**src/rtl/muldiv_seq.sv**
```systemverilog
// Sequential 32x32 unsigned multiplier / divider built around an external shared
// 32-bit add/sub unit. One shift-add or restoring-divide step per RUN cycle.
// Optional feature macro: MULDIV_DIV_EN (defined = divide supported; undefined =
// every operation multiplies and div_by_zero is tied low).
module muldiv_seq (
    input  logic        clk,
    input  logic        rst_n,
    input  logic        start,
    input  logic        op,
    input  logic [31:0] A,
    input  logic [31:0] B,
    output logic        busy,
    output logic        done,
    output logic [31:0] Hi,
    output logic [31:0] Lo,
    output logic        div_by_zero,
    output logic [31:0] AS_X,
    output logic [31:0] AS_Y,
    output logic        AS_Sub,
    input  logic [31:0] AS_S
);

    typedef enum logic [1:0] {StIdle, StRun, StFin} state_e;

    state_e      state_q, state_d;
    logic [4:0]  cnt_q, cnt_d;
    logic [31:0] hi_q, hi_d;
    logic [31:0] lo_q, lo_d;
    logic [31:0] b_q, b_d;
    logic        carry;

`ifdef MULDIV_DIV_EN
    logic        op_q, op_d;
    logic        dbz_q, dbz_d;
    logic [31:0] rem_sh;
    logic        rem_top;
    logic        borrow;
    logic        take;
`else
    logic        unused_op;
    assign unused_op = op;
`endif

    // Recover carry/borrow from operand MSBs and the sum MSB (the unit has no carry-out).
    always_comb begin
        carry = (hi_q[31] & b_q[31]) | ((hi_q[31] | b_q[31]) & ~AS_S[31]);
`ifdef MULDIV_DIV_EN
        rem_sh  = {hi_q[30:0], lo_q[31]};
        rem_top = hi_q[31];
        borrow  = (~rem_sh[31] & b_q[31]) | (~(rem_sh[31] ^ b_q[31]) & AS_S[31]);
        take    = rem_top | ~borrow;
`endif
    end

    // Add/sub unit operands come from registered state only.
    always_comb begin
        AS_X   = 32'd0;
        AS_Y   = 32'd0;
        AS_Sub = 1'b0;
        if (state_q == StRun) begin
            AS_Y = b_q;
`ifdef MULDIV_DIV_EN
            if (op_q) begin
                AS_X   = rem_sh;
                AS_Sub = 1'b1;
            end else
`endif
            begin
                AS_X = hi_q;
            end
        end
    end

    // Status outputs.
    always_comb begin
        busy = (state_q != StIdle);
        done = (state_q == StFin);
        Hi   = hi_q;
        Lo   = lo_q;
`ifdef MULDIV_DIV_EN
        div_by_zero = dbz_q;
`else
        div_by_zero = 1'b0;
`endif
    end

    // Next-state and datapath update.
    always_comb begin
        state_d = state_q;
        cnt_d   = cnt_q;
        hi_d    = hi_q;
        lo_d    = lo_q;
        b_d     = b_q;
`ifdef MULDIV_DIV_EN
        op_d    = op_q;
        dbz_d   = dbz_q;
`endif
        unique case (state_q)
            StIdle: begin
                if (start) begin
                    b_d     = B;
                    hi_d    = 32'd0;
                    lo_d    = A;
                    cnt_d   = 5'd31;
                    state_d = StRun;
`ifdef MULDIV_DIV_EN
                    op_d  = op;
                    dbz_d = 1'b0;
                    // Divide by zero bypasses iteration entirely.
                    if (op && (B == 32'd0)) begin
                        hi_d    = A;
                        lo_d    = 32'hFFFF_FFFF;
                        dbz_d   = 1'b1;
                        state_d = StFin;
                    end
`endif
                end
            end
            StRun: begin
                cnt_d = (cnt_q == 5'd0) ? 5'd0 : cnt_q - 5'd1;
                if (cnt_q == 5'd0) begin
                    state_d = StFin;
                end
`ifdef MULDIV_DIV_EN
                if (op_q) begin
                    if (take) begin
                        hi_d = AS_S;
                        lo_d = {lo_q[30:0], 1'b1};
                    end else begin
                        hi_d = rem_sh;
                        lo_d = {lo_q[30:0], 1'b0};
                    end
                end else
`endif
                begin
                    if (lo_q[0]) begin
                        hi_d = {carry, AS_S[31:1]};
                        lo_d = {AS_S[0], lo_q[31:1]};
                    end else begin
                        hi_d = {1'b0, hi_q[31:1]};
                        lo_d = {hi_q[0], lo_q[31:1]};
                    end
                end
            end
            StFin: begin
                state_d = StIdle;
            end
            default: begin
                state_d = StIdle;
            end
        endcase
    end

    // State register.
    always_ff @(posedge clk or negedge rst_n) begin
        if (!rst_n) begin
            state_q <= StIdle;
            cnt_q   <= 5'd0;
            hi_q    <= 32'd0;
            lo_q    <= 32'd0;
            b_q     <= 32'd0;
`ifdef MULDIV_DIV_EN
            op_q    <= 1'b0;
            dbz_q   <= 1'b0;
`endif
        end else begin
            state_q <= state_d;
            cnt_q   <= cnt_d;
            hi_q    <= hi_d;
            lo_q    <= lo_d;
            b_q     <= b_d;
`ifdef MULDIV_DIV_EN
            op_q    <= op_d;
            dbz_q   <= dbz_d;
`endif
        end
    end

endmodule
```
**config.mk**
```make
export PLATFORM = sky130hd
export DESIGN_NAME = muldiv_seq
export DESIGN_NICKNAME = d
export VERILOG_FILES = /design/src/rtl/muldiv_seq.sv
export SDC_FILE = /design/constraint.sdc
export NUM_CORES = 1
export LEC_CHECK = 0
export CAP_MARGIN = 20
export CORE_ASPECT_RATIO = 1.25
export CORE_MARGIN = 1.5
export CORE_UTILIZATION = 39
export CTS_CLUSTER_DIAMETER = 30
export DETAILED_ROUTE_END_ITERATION = 7
export GPL_TIMING_DRIVEN = 0
export PLACE_DENSITY = 0.77
export SLEW_MARGIN = 20
export SYNTH_ARGS = -nofsm -noshare
export SYNTH_HDL_FRONTEND = slang
export SYNTH_SLANG_ARGS = --single-unit
```
**constraint.sdc**
```tcl
create_clock -name clk -period 2.9 [get_ports clk]
set_clock_uncertainty 0.1 [all_clocks]
set_input_delay 0.58 -clock clk [delete_from_list [all_inputs] [get_ports clk]]
set_output_delay 0.58 -clock clk [all_outputs]
set_load 0.05 [all_outputs]
```
Word-level counts from Yosys, hierarchy flattened
Index checks and enable logic that the tools add are counted.
Widths: inputs -> output; s select.
{ "word_totals": {"in_bits": 100, "word_cells": 36, "output_inout_bits": 132, "reg_bits": 103} }
{ "op_classes": {"bitwise": 5, "n_eq_ne": 4, "n_reduce_logical": 7, "add_sub_neg": 1, "muxes": 14} }
{ "ops": {"columns": ["cell", "count"], "rows": [
  ["$mux 32", 6],
  ["$pmux 32 s2", 2],
  ["$mux 5", 2],
  ["$pmux 5 s2", 1],
  ["$reduce_and 2->1", 3],
  ["$logic_not 5->1", 1],
  ["$sub 5x1->5 const B", 1],
  ["$mux 2", 2],
  ["$pmux 2 s2", 1],
  ["$reduce_bool 2->1", 2],
  ["$and 1x1->1", 2],
  ["$eq 2x1->1 const B", 1],
  ["$eq 2x2->1 const B", 1],
  ["$logic_not 2->1", 1],
  ["$ne 2x1->1 const B", 1],
  ["$ne 2x2->1 const B", 1],
  ["$or 1x1->1", 2],
  ["$not 1->1", 1]
]} }

Depth between registers and ports, before layout
Gate-level depths: netlist of run 1.
{ "depth": {"depth_word": 5, "ltp_mapped": 6, "depth_no_buf": 5} }

Worst setup path before layout of run 1
No wires, ideal clock.
{ "synth_path": {"path_type": "flip-flop to output port", "startpoint": "register state_q[1]", "endpoint": "output port AS_X[13]", "stages_incl_launch_ff": 6, "required_time_ns": 2.220, "slack_ns": 0.719, "n_path_buf": 3, "t_arrival_ns": 1.501, "path_cell_list": "dfrtp_1 > buf_2 > and2b_1 > buf_2 > clkbuf_2 > and2_1"} }
{ "synth_between": {"elab_chain_len": 2} }
{ "synth_lines": {"columns": ["item", "line_no", "rtl"], "rows": [
  ["from (decl)", "25", "state_e state_q, state_d;"],
  ["from (signal assigned)", "157", "state_q <= StIdle;"],
  ["from (signal assigned)", "167", "state_q <= state_d;"],
  ["$eq 2x1->1", "60", "if (state_q == StRun) begin"],
  ["$mux 32", "60", null],
  ["to (decl)", "17", "output logic [31:0] AS_X,"]
]} }
No other way between the ends.

Final worst setup path of run 1
Ends and elaborated chain as after synthesis.

==> results of run 1 <==
[cells in the final DEF (no fill, tap or decap), types with 2 or more instances in the layout]
master	synthesis	final
sky130_fd_sc_hd__and2_1	65	65
sky130_fd_sc_hd__nor2_1	3	3
sky130_fd_sc_hd__clkbuf_16	0	9
sky130_fd_sc_hd__nor2b_1	2	2
sky130_fd_sc_hd__buf_2	20	30
sky130_fd_sc_hd__nand2_1	62	62
sky130_fd_sc_hd__o22a_1	2	2
sky130_fd_sc_hd__mux2i_1	32	32
sky130_fd_sc_hd__inv_1	4	4
sky130_fd_sc_hd__a22oi_1	31	31
sky130_fd_sc_hd__dfrtp_1	103	103
sky130_fd_sc_hd__clkdlybuf4s50_1	0	162
sky130_fd_sc_hd__clkbuf_2	1	17
sky130_fd_sc_hd__o21ai_0	33	33
sky130_fd_sc_hd__clkbuf_1	12	10
sky130_fd_sc_hd__a21oi_1	3	3
sky130_fd_sc_hd__mux2_2	30	30
sky130_fd_sc_hd__clkdlybuf4s15_2	0	38
sky130_fd_sc_hd__clkinv_2	0	4
sky130_fd_sc_hd__o22ai_1	31	31
sky130_fd_sc_hd__conb_1	1	2
sky130_fd_sc_hd__buf_4	9	9
sky130_fd_sc_hd__clkdlybuf4s15_1	0	2
sky130_fd_sc_hd__mux2_1	2	2
[worst max path at each step]
stage	from	to	slack, ns
after floorplan	state_q[1]	AS_X[13]	0.72
after global placement	rst_n	Lo[20]	-2.66
after detailed placement	state_q[1]	AS_X[13]	-0.22
after CTS	state_q[1]	AS_Y[26]	0.005
after global routing	state_q[1]	AS_Y[22]	-0.02
final	state_q[1]	AS_X[13]	0.09
[what timing repair did]
action / CTS / global route
hold buffers: 1 / 0
pin swaps: 0 / 0
setup endpoints to repair: 65 / 34
hold endpoints to repair: 21 / 0
gates cloned: 0 / 0
gates resized for setup: 183 / 33
[registers in the layout, summed over array words and instances (netlist names)]
signal,count
cnt_q,5
state_q,2
Hi,32
Lo,32
b_q,32
[per-stage QoR]
stage	setup TNS, ns	utilization [%]	worst slack [ns]
global placement	-276.00	60.7	-2.66
CTS	0	63.1	0.00482
detailed placement	-5.72	61.0	-0.223
finish	0	62.7	0.0941
global route	-0.0604	62.7	-0.0212
floorplan	0	-	0.719
[metal layers]
metal	routed length (um)	GRT usage, %
met1	5840	25.5
met4	258	8.09
met5	0	0
met2	7590	39.1
met3	780	4.00
[worst max-delay path, cell delays in order, from the launching register on]
cell,delay [ns]
sky130_fd_sc_hd__dfrtp_1,0.36
sky130_fd_sc_hd__buf_2,0.18
sky130_fd_sc_hd__and2b_2,0.34
sky130_fd_sc_hd__buf_2,0.24
sky130_fd_sc_hd__clkbuf_2,0.24
sky130_fd_sc_hd__and2_1,0.16
sky130_fd_sc_hd__buf_2,0.26
[logic make-up (layout without fill, tap and decap cells)]
logic type / after synthesis / in the layout / synth area share [%]
DFF: 103 / 103 / 52.3
AOI/OAI and AO/OA: 108 / 108 / 14.1
muxes: 64 / 64 / 13.8
other: 1 / 2 / 0.0761
and+or+nand+nor: 138 / 138 / 14.5
buffers and inverters: 46 / 291 / 4.72
adders and majority gates: 2 / 2 / 0.457
[area by class of cell]
cell class              instances  area (um2)
multi-input cells             314        2120
fillers                      1083        4550
repair buffers                230        2250
plain buffers                  42         220
flip-flops and latches        103        2580
clock buffers                  10         229
inverters                       4        15.0
well taps                     164         205
clock inverters                 5        50.0
==> Implementation_results.wiki, run 1 <==
{| class="wikitable"
! Metric !! Value
|-
| Placed inst area || between 0.007 and 0.008 mm2
|-
| Count of synthesis-stage warnings from yosys || 0
|-
| Max-slew violation count || 0
|-
| Clock slew at reported path FFs || around 0.06 ns
|-
| Launch point of the worst reg-to-reg path || state_q[0]
|-
| Hold WS || 0.399 ns
|-
| Count of flip-flops with a built-in enable after synthesis || 0
|-
| Count of buffers added by post-CTS timing repair for setup || 0
|-
| Sum of routed wire length over all layers || 14500 um
|-
| Path type of the worst setup path || flip-flop to output pin
|-
| Arrival time reported for the critical path endpoint || ~2.1 ns
|-
| Post-synthesis cell type count || 35
|-
| Capture point of the worst reg-to-reg path || b_q[3]
|-
| Post-synthesis cell count || 462
|-
| Cts bufs inserted || 9
|-
| Layout overhead on the synthesized area || 55.6%
|-
| Cell depth of the worst flop-to-flop path || 4
|-
| Overflow after GRT || 0
|-
| Unrepaired setup endpoints after global routing || yes
|-
| Fin crit period || 2.81 ns
|-
| Post-route DRC || 0
|-
| Clock sink total || 103
|-
| Starting density of the core || 40.3%
|-
| Clock insertion delay at the later pin of the skew report || 0.34 ns
|-
| Worst slew pin tran || 0.540 ns
|-
| Detailed placer's ending HPWL || roughly 11000 um
|-
| Post-synthesis average cell area || between 10 and 15 um2
|-
| Share of the clock period used by the worst path after layout || 96.8%
|-
| Min-Delay Path Depth || 1
|-
| CTS tree || yes
|-
| Number of nets still failing antenna checks after routing || 0
|-
| DR WL/cell || approximately 17 um
|-
| Number of antenna violations at the first check in global routing || 0
|-
| Count of inserted antenna diode cells || 0
|-
| Area enclosed by the die boundary || 0.0133 mm2
|-
| Global-route wire length before repair || 22900 um
|-
| 1st-iter DRT viols || 136
|-
| HP Start || b_q[2]
|-
| Post-synth top area share || 52.3%
|-
| Root cell of the clock tree || sky130_fd_sc_hd__clkbuf_16
|-
| Final number of hold-violating endpoints || 0
|-
| Status || complete, no violations
|-
| Async set-reset flop share out of synthesis || 100%
|-
| Buffers from clock root to sink, at most || 2
|-
| Setup slack on the worst flop-to-flop path || 1.10 ns
|-
| Core box area || 0.0122 mm2
|-
| Via count || 4364
|-
| Type of the worst min-delay path || flip-flop to flip-flop
|-
| Synthesized cell area || 0.00493 mm2
|-
| Boundary Pins || 232
|-
| Post-synthesis cell type with the largest combined area || sky130_fd_sc_hd__dfrtp_1
|-
| Most common flop cell mapped by yosys || sky130_fd_sc_hd__dfrtp_1
|-
| Via count of the first global-routing pass || ~4500
|-
| Routability cong. || between 0.7 and 0.8
|-
| GRT Resource Usage Total || 21.5%
|-
| Final cell count without fillers || 872
|-
| Maximum number of pins on one net before global-route repair || 83
|-
| Dpl cells || ~860
|-
| Count leader, synth || sky130_fd_sc_hd__dfrtp_1
|-
| Number of iterations in the first detailed-routing pass || 4
|-
| Data required time of the worst path || 2.22 ns
|-
| Critical Path End Type || output pin
|-
| Number of synthesized register bits || 103
|-
| Post-route cell area || ~0.0077 mm2
|-
| Floorplan row count || 45
|-
| Max-cap violations || 0
|-
| PortBufs || 228
|-
| Final setup vio count || 0
|-
| Die H || 129 um
|-
| H-tree depth || 3
|-
| Top cell types by occurrence after synthesis || 103 x sky130_fd_sc_hd__dfrtp_1, 65 x sky130_fd_sc_hd__and2_1, 62 x sky130_fd_sc_hd__nand2_1
|-
| Post-synthesis sequential area ratio || 52.3%
|-
| Achievable frequency || 356 MHz
|-
| Fraction of layout instances using a drive strength above 1 || 20.6%
|-
| Maximum fanout count along the critical path || 10
|-
| Ranking of synthesized cells by area || sky130_fd_sc_hd__dfrtp_1 52%, sky130_fd_sc_hd__and2_1 8.3%, sky130_fd_sc_hd__mux2_2 6.9%, sky130_fd_sc_hd__mux2i_1 6.5%, sky130_fd_sc_hd__a22oi_1 4.7%
|-
| Die span in x || 104 um
|-
| Nature of the critical path startpoint || flip-flop
|-
| Slew margin rel. || 63.9%
|-
| Detailed-route vias per instance || 5.00
|-
| Worst hold endpoint || b_q[2]
|-
| Number of nets at the end of the flow || 805
|}
Power of run 1 is left out: the tool's default activity adds up to more than one toggle a clock period on the data nets, which glitch-free logic cannot reach.
==> run 2, diff against run 1 <==
Settings changed: CORE_MARGIN 1.5 to not set, SKIP_CTS_REPAIR_TIMING set to 1.
==> Implementation_results.wiki, run 2 (synthesis gave the netlist of run 1 again) <==
{| class="wikitable"
! Metric !! Value
|-
| Status || complete, no violations (unchanged)
|-
| Most common library cell in the layout ignoring fill and taps || sky130_fd_sc_hd__clkdlybuf4s50_1 (unchanged)
|-
| Critical Path End Type || output pin (unchanged)
|-
| Area enclosed by the die boundary || 0.0131 mm2 (was 0.0133 mm2)
|-
| Cell occurring most often along the worst timing path || sky130_fd_sc_hd__buf_2 (unchanged)
|-
| Via count of the first global-routing pass || 4527 (was 4521)
|-
| Maximum fanout count along the critical path || 10 (unchanged)
|-
| Share of the clock period used by the worst path after layout || 96.1% (was 96.8%)
|-
| Final setup vio count || 0 (unchanged)
|-
| Maximum number of pins on one net before global-route repair || 83 (unchanged)
|-
| Detailed-route vias per instance || 5.05 (was 5.00)
|-
| Overflow after GRT || 0 (unchanged)
|-
| Logic depth of the worst path, buffers included || 6 (unchanged)
|-
| Achievable frequency || 359 MHz (was 356 MHz)
|-
| Largest incremental delay on the critical path || 0.36 ns (about the same)
|-
| DR WL/cell || 16.5 um (was 16.6 um)
|-
| Clock sink total || 103 (unchanged)
|-
| Max-cap violations || 0 (unchanged)
|-
| Final number of hold-violating endpoints || 0 (unchanged)
|-
| Number of iterations in the first detailed-routing pass || 5 (was 4)
|-
| Die span in x || 103 um (was 104 um)
|-
| Path type of the worst setup path || flip-flop to output pin (unchanged)
|-
| Cts bufs inserted || 9 (unchanged)
|-
| Highest-delay cell along the critical path || sky130_fd_sc_hd__dfrtp_1 (unchanged)
|-
| Arrival time reported for the critical path endpoint || 2.11 ns (was 2.13 ns)
|-
| Global-route wire length before repair || 22800 um (was 22900 um)
|-
| Layout overhead on the synthesized area || 54.2% (was 55.6%)
|-
| Post-route cell area || 0.00760 mm2 (was 0.00767 mm2)
|-
| Slew margin rel. || 60.7% (was 63.9%)
|-
| Starting density of the core || 40.3% (unchanged)
|-
| Post-route DRC || 0 (unchanged)
|-
| Combined area of the multi-input logic cells || 0.00212 mm2 (about the same)
|-
| CTS tree || yes (unchanged)
|-
| Buffer and inverter count on the worst path || 4 (unchanged)
|-
| Nature of the critical path startpoint || flip-flop (unchanged)
|-
| H-tree depth || 3 (unchanged)
|-
| Boundary Pins || 232 (unchanged)
|-
| 1st-iter DRT viols || 187 (was 136)
|-
| Die H || 128 um (was 129 um)
|-
| Final-layout fill cell count || 1048 (was 1083)
|-
| Number of nets still failing antenna checks after routing || 0 (unchanged)
|-
| Placed inst area || 0.00745 mm2 (unchanged)
|-
| Fraction of layout instances using a drive strength above 1 || 18.5% (was 20.6%)
|-
| Fin crit period || 2.79 ns (was 2.81 ns)
|-
| Worst slew pin tran || 0.588 ns (was 0.540 ns)
|-
| Buffers from clock root to sink, at most || 2 (unchanged)
|-
| Sum of routed wire length over all layers || 14400 um (was 14500 um)
|-
| Critical path destination || AS_X[19] (was AS_X[13])
|-
| Cell depth of the worst flop-to-flop path || 4 (unchanged)
|-
| Via count || 4406 (was 4364)
|-
| Launch point of the worst reg-to-reg path || state_q[0] (unchanged)
|-
| Routability cong. || 0.731 (was 0.790)
|-
| Largest delay contributor family on the critical path || buffers and inverters (unchanged)
|-
| Unrepaired setup endpoints after global routing || no (was yes)
|-
| Commonest cells after routing, fill and taps aside || 161 x sky130_fd_sc_hd__clkdlybuf4s50_1, 103 x sky130_fd_sc_hd__dfrtp_1, 65 x sky130_fd_sc_hd__and2_1, 62 x sky130_fd_sc_hd__nand2_1, 44 x sky130_fd_sc_hd__clkbuf_2 (was 162 x sky130_fd_sc_hd__clkdlybuf4s50_1, 103 x sky130_fd_sc_hd__dfrtp_1, 65 x sky130_fd_sc_hd__and2_1, 62 x sky130_fd_sc_hd__nand2_1, 38 x sky130_fd_sc_hd__clkdlybuf4s15_2)
|-
| Root cell of the clock tree || sky130_fd_sc_hd__clkbuf_16 (unchanged)
|-
| PortBufs || 228 (unchanged)
|-
| Setup_tns || 0 ns (unchanged)
|-
| Setup slack on the worst flop-to-flop path || 1.07 ns (was 1.10 ns)
|-
| Number of nets at the end of the flow || 805 (unchanged)
|-
| Number of antenna violations at the first check in global routing || 0 (unchanged)
|-
| Count of inserted antenna diode cells || 0 (unchanged)
|-
| Data required time of the worst path || 2.22 ns (about the same)
|-
| Crit-path cells || buf_2 -> and2b_4 -> buf_2 -> clkbuf_2 -> and2_1 -> buf_2 (was buf_2 -> and2b_2 -> buf_2 -> clkbuf_2 -> and2_1 -> buf_2)
|-
| Floorplan row count || 45 (unchanged)
|-
| Max-slew violation count || 0 (unchanged)
|-
| Detailed placer's ending HPWL || 10800 um (was 10900 um)
|-
| Clock slew at reported path FFs || 0.07 ns (was 0.06 ns)
|-
| Critical path origin || state_q[1] (unchanged)
|-
| Capture point of the worst reg-to-reg path || b_q[5] (was b_q[3])
|-
| Type of the worst min-delay path || flip-flop to flip-flop (unchanged)
|-
| GRT Resource Usage Total || 22.5% (was 21.5%)
|-
| FF+latch area || 0.00258 mm2 (unchanged)
|-
| Clock insertion delay at the later pin of the skew report || 0.34 ns (about the same)
|-
| Core box area || 0.0122 mm2 (unchanged)
|}
## run 2: cell types whose count changed in the layout (fill, tap and decap cells not counted), sizes merged
cell and delta:
buf -7, clkinv -1, dlygate4sd2 -1, clkdlybuf4s50 -1, clkbuf +29, dlymetal6s2s +21
clkdlybuf4s15 -40, clkinvlp +1
## run 2: how the worst min path moves through the flow
stage | from | to | slack, ns | cells past startpoint
floorplan | rst_n | Hi[0] | 0.18 | 0
global placement | b_q[30] | b_q[30] | 0.36 | 1
detailed placement | rst_n | b_q[26] | 0.34 | 1
CTS | rst_n | b_q[26] | -0.03 | 1
global route | b_q[30] | b_q[30] | 0.41 | 1
finish | b_q[26] | b_q[26] | 0.39 | 1
## run 2: cell type report
| cell class | count | area share [%] |
|---|---|---|
| flip-flops and latches | 103 | 33.9 |
| well taps | 164 | 2.70 |
| clock buffers | 11 | 3.33 |
| inverters | 4 | 0.198 |
| repair buffers | 230 | 28.3 |
| clock inverters | 5 | 0.741 |
| multi-input cells | 314 | 27.9 |
| plain buffers | 42 | 2.90 |
## run 2: routing by layer
layer  vias to the layer above  share of wire [%]  global-route usage (%)
met5                         -                  0                       0
met4                         0                1.8                    7.39
met3                        16                6.6                    6.43
met2                       153                 52                    38.8
met1                      2144                 39                    26.5
li1                       2093                  -                       -
## run 2: stage by stage
step | worst slack (ns) | hold slack [ns] | std cells | util, %
floorplan | 0.719 | 0.184 | 463 | -
global placement | -2.67 | 0.365 | 855 | 60.7
detailed placement | -0.218 | 0.341 | 856 | 61.0
CTS | -0.614 | -0.0328 | 872 | 63.5
global route | 0.00307 | 0.412 | 873 | 62.2
finish | 0.112 | 0.387 | 873 | 62.2
## run 2: worst reg2reg max path, stage by stage (launching register included)
cell,delay (ns)
sky130_fd_sc_hd__dfrtp_1,0.38
sky130_fd_sc_hd__buf_2,0.19
sky130_fd_sc_hd__nor3b_2,0.40
sky130_fd_sc_hd__buf_4,0.29
sky130_fd_sc_hd__mux2_2,0.36
Power of run 2 is left out for the same reason.
